### src/rtl/dct_pkg.sv
// Shared constants for the 16-point inverse DCT odd-part accumulator.
// The odd matrix is split into a magnitude-select table and a sign table.
package dct_pkg;
   localparam int COEF_W = 18;
   localparam int OUT_W  = 27;
   localparam int N      = 8;

   typedef enum logic [1:0] {IDLE, ACC, HOLD} state_t;

   // Bit n set means M[i][n] is negative.
   localparam logic [N-1:0] M_NEG [N] = '{
      8'b0000_0000,
      8'b1111_1000,
      8'b0001_1100,
      8'b1100_0110,
      8'b0011_0110,
      8'b1001_0010,
      8'b0100_1010,
      8'b1010_1010
   };

   // Index into the multiples {9,25,43,57,70,80,87,90} for |M[i][n]|.
   localparam logic [2:0] M_SEL [N][N] = '{
      '{3'd7, 3'd6, 3'd5, 3'd4, 3'd3, 3'd2, 3'd1, 3'd0},
      '{3'd6, 3'd3, 3'd0, 3'd2, 3'd5, 3'd7, 3'd4, 3'd1},
      '{3'd5, 3'd0, 3'd4, 3'd6, 3'd1, 3'd3, 3'd7, 3'd2},
      '{3'd4, 3'd2, 3'd6, 3'd0, 3'd7, 3'd1, 3'd5, 3'd3},
      '{3'd3, 3'd5, 3'd1, 3'd7, 3'd0, 3'd6, 3'd2, 3'd4},
      '{3'd2, 3'd7, 3'd3, 3'd1, 3'd6, 3'd4, 3'd0, 3'd5},
      '{3'd1, 3'd4, 3'd7, 3'd5, 3'd2, 3'd0, 3'd3, 3'd6},
      '{3'd0, 3'd1, 3'd2, 3'd3, 3'd4, 3'd5, 3'd6, 3'd7}
   };
endpackage

### src/rtl/sau_8o_inv.sv
// Shift-and-add unit: the eight odd-matrix magnitude multiples of one coefficient.
module sau_8o_inv
   import dct_pkg::*;
(
   input  logic signed [COEF_W-1:0] x,
   output logic signed [OUT_W-1:0]  mul [N]
);
   logic signed [OUT_W-1:0] xe;

   assign xe = {{(OUT_W-COEF_W){x[COEF_W-1]}}, x};

   always_comb begin
      mul[0] = (xe <<< 3) + xe;                                  // 9
      mul[1] = (xe <<< 4) + (xe <<< 3) + xe;                     // 25
      mul[2] = (xe <<< 5) + (xe <<< 3) + (xe <<< 1) + xe;        // 43
      mul[3] = (xe <<< 6) - (xe <<< 3) + xe;                     // 57
      mul[4] = (xe <<< 6) + (xe <<< 2) + (xe <<< 1);             // 70
      mul[5] = (xe <<< 6) + (xe <<< 4);                          // 80
      mul[6] = (xe <<< 6) + (xe <<< 4) + (xe <<< 3) - xe;        // 87
      mul[7] = (xe <<< 6) + (xe <<< 4) + (xe <<< 3) + (xe <<< 1); // 90
   end
endmodule

### src/rtl/idct16_odd_acc.sv
// Accumulates eight odd-row coefficients into the eight odd outputs O[n];
// a result register keeps the finished block while the next one accumulates.
module idct16_odd_acc
   import dct_pkg::*;
(
   input  logic                     clk,
   input  logic                     rst,
   input  logic                     in_valid,
   output logic                     in_ready,
   input  logic signed [COEF_W-1:0] in_coef,
   output logic                     out_valid,
   input  logic                     out_ready,
   output logic signed [OUT_W-1:0]  out_o0,
   output logic signed [OUT_W-1:0]  out_o1,
   output logic signed [OUT_W-1:0]  out_o2,
   output logic signed [OUT_W-1:0]  out_o3,
   output logic signed [OUT_W-1:0]  out_o4,
   output logic signed [OUT_W-1:0]  out_o5,
   output logic signed [OUT_W-1:0]  out_o6,
   output logic signed [OUT_W-1:0]  out_o7
);
   state_t                  state, state_nxt;
   logic [2:0]              idx;
   logic                    accept;
   logic signed [OUT_W-1:0] mul     [N];
   logic signed [OUT_W-1:0] term    [N];
   logic signed [OUT_W-1:0] base    [N];
   logic signed [OUT_W-1:0] acc     [N];
   logic signed [OUT_W-1:0] acc_nxt [N];
   logic signed [OUT_W-1:0] res     [N];

   sau_8o_inv u_sau (.x(in_coef), .mul(mul));

   assign accept = in_valid && in_ready;

   always_ff @(posedge clk) begin
      if (rst) state <= IDLE;
      else     state <= state_nxt;
   end

   always_comb begin
      state_nxt = state;
      case (state)
         IDLE: if (accept) state_nxt = ACC;
         ACC:  if (accept && idx == 3'd7) state_nxt = HOLD;
         HOLD: if (out_ready) state_nxt = accept ? ACC : IDLE;
         default: state_nxt = IDLE;
      endcase
   end

   always_comb begin
      in_ready  = (state != HOLD) || out_ready;
      out_valid = (state == HOLD);
   end

   // Outside ACC the beat starts a fresh block, so the sums load rather than add.
   always_comb begin
      for (int n = 0; n < N; n++) begin
         term[n]    = mul[M_SEL[idx][n]];
         base[n]    = (state == ACC) ? acc[n] : '0;
         acc_nxt[n] = M_NEG[idx][n] ? base[n] - term[n] : base[n] + term[n];
      end
   end

   always_ff @(posedge clk) begin
      if (rst) begin
         idx <= '0;
         for (int n = 0; n < N; n++) begin
            acc[n] <= '0;
            res[n] <= '0;
         end
      end else if (accept) begin
         idx <= idx + 3'd1;
         for (int n = 0; n < N; n++) begin
            acc[n] <= acc_nxt[n];
            if (idx == 3'd7) res[n] <= acc_nxt[n];
         end
      end
   end

   assign out_o0 = res[0];
   assign out_o1 = res[1];
   assign out_o2 = res[2];
   assign out_o3 = res[3];
   assign out_o4 = res[4];
   assign out_o5 = res[5];
   assign out_o6 = res[6];
   assign out_o7 = res[7];
endmodule

### config.mk
export PLATFORM = sky130hd
export DESIGN_NAME = idct16_odd_acc
export DESIGN_NICKNAME = d
export VERILOG_FILES = /design/src/rtl/dct_pkg.sv /design/src/rtl/sau_8o_inv.sv /design/src/rtl/idct16_odd_acc.sv
export SDC_FILE = /design/constraint.sdc
export NUM_CORES = 2
export LEC_CHECK = 0
export BUFFER_PORTS_ARGS = -buffer_cell sky130_fd_sc_hd__buf_2
export CELL_PAD_IN_SITES_DETAIL_PLACEMENT = 0
export CELL_PAD_IN_SITES_GLOBAL_PLACEMENT = 1
export CORE_MARGIN = 5
export CORE_UTILIZATION = 30
export CTS_BUF_LIST = sky130_fd_sc_hd__clkbuf_8
export DETAILED_ROUTE_END_ITERATION = 16
export PLACE_DENSITY = 0.6
export SLEW_MARGIN = 10
export SYNTH_ARGS = -nofsm -noshare
export SYNTH_HDL_FRONTEND = slang
export SYNTH_SLANG_ARGS = --single-unit
### constraint.sdc
create_clock -name clk -period 9.5 [get_ports clk]
set_clock_uncertainty 0.2 [all_clocks]
set_input_delay 0.95 -clock clk [delete_from_list [all_inputs] [get_ports clk]]
set_output_delay 0.95 -clock clk [all_outputs]
set_load 0.1 [all_outputs]
# Word level (Yosys, flattened, before mapping)
# Memories as Yosys holds them, arrays and structs flattened.
# Index checks and enable logic that the tools add are counted.
[word_totals]
regBits = 5
mem_bits_rw = 432
romBits = 256
in_bits = 22
output_inout_bits = 218
mem_count = 4
[memory_table]
columns = ["memory", "depth", "width", "read_ports", "rd_ports_with_merged_regs", "wr", "line", "rtl"]
rows = [
  ["acc", 8, 27, 8, 0, 8, "idct16_odd_acc.sv:28", "logic signed [OUT_W-1:0] acc [N];"],
  ["res", 8, 27, 8, 0, 8, "idct16_odd_acc.sv:30", "logic signed [OUT_W-1:0] res [N];"],
  ["(no name shown)", 8, 24, 1, 0, 0, "idct16_odd_acc.sv:59", "term[n] = mul[M_SEL[idx][n]];"],
  ["(no name shown)", 8, 8, 1, 0, 0, "idct16_odd_acc.sv:61", "acc_nxt[n] = M_NEG[idx][n] ? base[n] - term[n] : base[n] + term[n];"],
]
[classes]
add_sub_neg = 31
n_lt_le_gt_ge = 9
eq_ne = 7
muxes = 74
bitwise = 25
n_reduce_logical = 5
[ops]
columns = ["operator", "n"]
rows = [
  ["2-to-1 mux 27 bit", 48],
  ["binary-select mux 27 bit (select 3 bit)", 8],
  ["adder 27 bit", 8],
  ["subtractor 27 bit", 8],
  ["2-to-1 mux 24 bit", 2],
  ["greater-or-equal comparator 4 bit, second input constant", 9],
  ["inverter 3 -> 4 bit", 9],
  ["adder 26 x 19 -> 27 bit", 1],
  ["adder 27 x 18 -> 27 bit", 1],
  ["subtractor 26 x 18 -> 27 bit", 1],
  ["adder 25 x 18 -> 26 bit", 1],
  ["adder 25 x 19 -> 26 bit", 1],
  ["adder 25 x 21 -> 26 bit", 1],
  ["adder 24 x 19 -> 25 bit", 1],
  ["adder 24 x 20 -> 25 bit", 1],
  ["adder 24 x 22 -> 25 bit", 1],
  ["subtractor 24 x 21 -> 25 bit", 1],
  ["adder 23 x 18 -> 24 bit", 1],
  ["adder 23 x 21 -> 24 bit", 1],
  ["adder 22 x 21 -> 23 bit", 1],
  ["adder 21 x 18 -> 22 bit", 1],
  ["2-to-1 mux 8 bit", 2],
  ["OR 1 bit", 16],
  ["2-to-1 mux 1 bit", 10],
  ["other kinds (12)", 17],
]

# Depth between registers and ports, before layout
[logic_depth]
word_depth = 11
depth_mapped = 43
depth_no_buf = 42

# By module
# From an unflattened synthesis, not the netlist that was laid out.
[unflattened]
cells_unflattened = 6542
hier_area_um2 = 58026.9
[by_module_without_submodules]
columns = ["mod", "n_inst", "cells_per_inst", "area_each_um2", "seq_area_each_um2"]
rows = [
  ["idct16_odd_acc", 1, 5200, 47297.9, 13072.5],
  ["sau_8o_inv", 1, 1342, 10729.0, 0.0],
]

# Least setup slack after synthesis
# OpenSTA, ideal clock, no wires.
[synth_path]
kind = "input to register"
from = "input port in_coef[0]"
to = "memory acc[6][26] (netlist: acc[1][80]) (data pin)"
setup_time_ps = 143
arrival_time_ps = 9179
required_time_ps = 9157
setup_slack_ps = -22
cell_stages = 38
cell_sequence = "ha_1 -> fa_1 -> xnor2_1 -> inv_1 -> ha_1 -> inv_1 -> o31ai_1 -> a21o_1 -> a21oi_1 -> o21bai_1 -> a21o_1 -> a21oi_1 -> o21ai_0 -> a21o_1 -> a21oi_1 -> nor2_1 -> a211oi_1 -> xnor2_1 -> (+2 left out) -> o21ai_0 -> mux2_2 -> or3_1 -> clkbuf_1 -> a221o_1 -> o22ai_1 -> a211oi_1 -> a2111oi_0 -> nand2_1 -> nor2_1 -> a21oi_1 -> xor2_1 -> ha_1 -> a21o_1 -> a31oi_1 -> nand3_1 -> a2111o_1 -> nand4_1"
[synth_rtl]
columns = ["element", "line", "rtl"]
rows = [
  ["start: declaration", "idct16_odd_acc.sv:10", "input logic signed [COEF_W-1:0] in_coef,"],
  ["end: declaration", "idct16_odd_acc.sv:28", ""],
]

==> flow_summary.ini <==
[die]
die_y_um = 448.3
start_util_pct = 30.23
io_pins = 240
rows = 160
die_area_sq_mm = 0.2009
core-area_sq_mm = 0.1906
die_w_um = 448.3

[clocking]
clk_latency_ns = 0.81
cts_root_buf = clkbuf_8
clock-sinks = 437
ctsHoldBuffers = 0
numCtsBuffers = 81
cts_buffer_depth = 3
clk_pin_slew_ns = 0.06
htree_levels = 3
cts_tree = done

[worst_setup_path]
cpMaxStageDelayCell = a222oi_1
crit_start = in_coef[2]
path_max_fanout = 6
crit_type = in2reg
r2r_cells = 25
critPathCaptureType = flip-flop
cp_common_cell = buf_4
worst_setup_path_start_kind = input port
required_ns = 9.79
r2r_start = idx[1]
cpPeakStageDelay_ns = 0.45
reg2reg_slack_ns = 1.34
worstPathArrival_ns = 9.52
r2r_end = acc[0][79]
cp-endpoint = res[1][80]

[status]
outcome = complete, no violations

[pwr]
totalPowerFinal_mw = 24.10
power_density_mw_per_mm2 = 322.1
irDropWorstVdd_mv = 0.1877
p_leak_nw = 33.00

[hold_path]
hp-class = in2reg

[sta]
finalCriticalPeriod_ns = 9.226
fin_crit_sh_pct = 97.11
relSlewSlack_pct = 8.832
worst_pin_slew_ns = 1.362
setup_viol = 0
fmax_mhz = 108.4
hold_viol_final = 0
slew_viol_final = 0

[placed_design]
port_buffers = 239
dp_hpwl_um = 286200
place.gp.congestion = 1.119

[global_route]
grt_max_degree = 142
gr-total-overflow = 0
first_global_vias = 64060
track_usage_pct = 34.93
antenna_found_initial = 31
grt_first_pass_wirelength_um = 500200

[route]
dr.pass1.iters = 7
avgViaCountPerCell = 6.004
route.detailed.drc = 0
via_count = 67540
postRouteAntennaNets = 0
wl_um = 363500
drt-initial-drc-count = 7517
wl_per_cell_um = 32.31

[layout]
syn_to_final_growth_pct = 29.88
final_util_pct = 39.27
drive_above_1_share_pct = 25.72
num-nets-final = 9197

[logic_synthesis]
synth_area_leaders = edfxtp_1 23%, ha_1 9.5%, a21oi_1 4.5%
synth_flop_cell = edfxtp_1
synth-async-reset-ratio_pct = 0
ys_top_cells_by_count = 673 x nor2_1, 564 x nand2_1, 518 x a21oi_1
synth_top_area_cell = edfxtp_1
post_synth_num_cell_types = 127
yosysWarnings = 0
synth_edf_count = 432
synth.most_common_cell = nor2_1
postSynthCellCount = 7157
ys_seq_elements = 437
syn_avg_cell_area_sq_um = 8.051
yosysSeqAreaShare_pct = 22.69
synth.top_cell.area_share_pct = 22.51
syn_nets = 7691
synthesis.area_sq_mm = 0.05762

[run]
drv_cap = 0
==> worst min path at each step <==
stage	startpoint	cells after the start	to	slack (ns)
floorplan	state[1]	1	state[0]	0.23
global placement	state[1]	1	state[0]	0.31
detailed placement	state[1]	1	state[0]	0.33
CTS	out_ready	3	state[0]	0.25
global route	out_ready	3	state[0]	0.29
finish	out_ready	3	state[0]	0.32
==> registers in the layout (all words and copies together) (netlist names) <==
| register | flops |
|---|---|
| res | 216 |
| state | 2 |
| idx | 3 |
| acc | 216 |
==> per-layer routing <==
layer | part of all wire (%) | GRT usage, % | vias to the layer above
met4 | 8.2 | 22.57 | 14
met1 | 41 | 44.74 | 33050
met5 | 0.056 | 0.4570 | -
met2 | 40 | 50.39 | 3569
li1 | - | - | 29920
met3 | 11 | 11.14 | 991
==> cell type report <==
class | count | area [sq um]
clock inverter | 59 | 442.9
antenna | 18 | 45.04
sequential | 437 | 13080
multi-input combinational | 6075 | 42440
clock buffer | 82 | 1129
timing repair buffer | 1845 | 13720
tap | 2511 | 3142
inverter | 223 | 838.3
fill | 19710 | 115700
==> critical path: cells and delay by family <==
family | cells | cell delay [ns]
compound gates | 12 | 2.93
xor+xnor | 2 | 0.31
fa+ha+maj | 4 | 1.22
buf+inv | 11 | 1.83
mux | 1 | 0.26
simple gates | 12 | 1.98
==> power breakdown <==
part | switching, mW | total, mW | internal (mW) | leakage [nW]
Clock | 0.918 | 1.87 | 0.954 | 0.846
Combinational | 11.8 | 19.5 | 7.78 | 27.5
Sequential | 0.0820 | 2.68 | 2.60 | 4.63
==> metrics by stage <==
step | TNS [ns] | instance area [sq um] | instances | worst slack, ns | hold slack [ns]
floorplan | 0 | 57630 | 7157 | 0.02740 | 0.2277
global placement | -27.97 | 72920 | 11080 | -0.9273 | 0.3119
detailed placement | -31.74 | 72920 | 11080 | -0.9522 | 0.3306
CTS | 0 | 74510 | 11230 | 0.01191 | 0.2457
global route | -0.1219 | 74800 | 11230 | -0.03336 | 0.2865
finish | 0 | 74840 | 11250 | 0.2744 | 0.3213
==> kinds of logic after synthesis <==
logic type | after synthesis | synth area share (%)
buffers and inverters | 645 | 4.495
muxes | 109 | 2.623
and+or+nand+nor | 2645 | 23.08
adders and majority gates | 512 | 12.09
AOI/OAI and AO/OA | 2326 | 27.62
DFF | 437 | 22.69
xor gates and xnor gates | 483 | 7.402
==> timing repair <==
action / 4_1_cts / 5_1_grt
setup buffers: 0 / 4
pin swaps: 0 / 7
setup endpoints to repair: 11 / 51
resized for setup: 3 / 43
==> cell usage in the layout, fill, tap and decap left out, types with 88 or more instances in the layout <==
cell         n
buf_4     1568
nor2_1     664
nand2_1    563
a21oi_1    508
ha_1       433
o21ai_0    432
edfxtp_1   432
and2_1     397
xnor2_1    278
buf_2      238
inv_1      227
nor3_1     195
xor2_1     189
and3_1     166
nand3_1    160
a21o_1     126
a211oi_1   119
o211ai_1   113
nand2b_1    96
a221oi_1    88
Note: power is estimated with default switching activity, not from simulation.
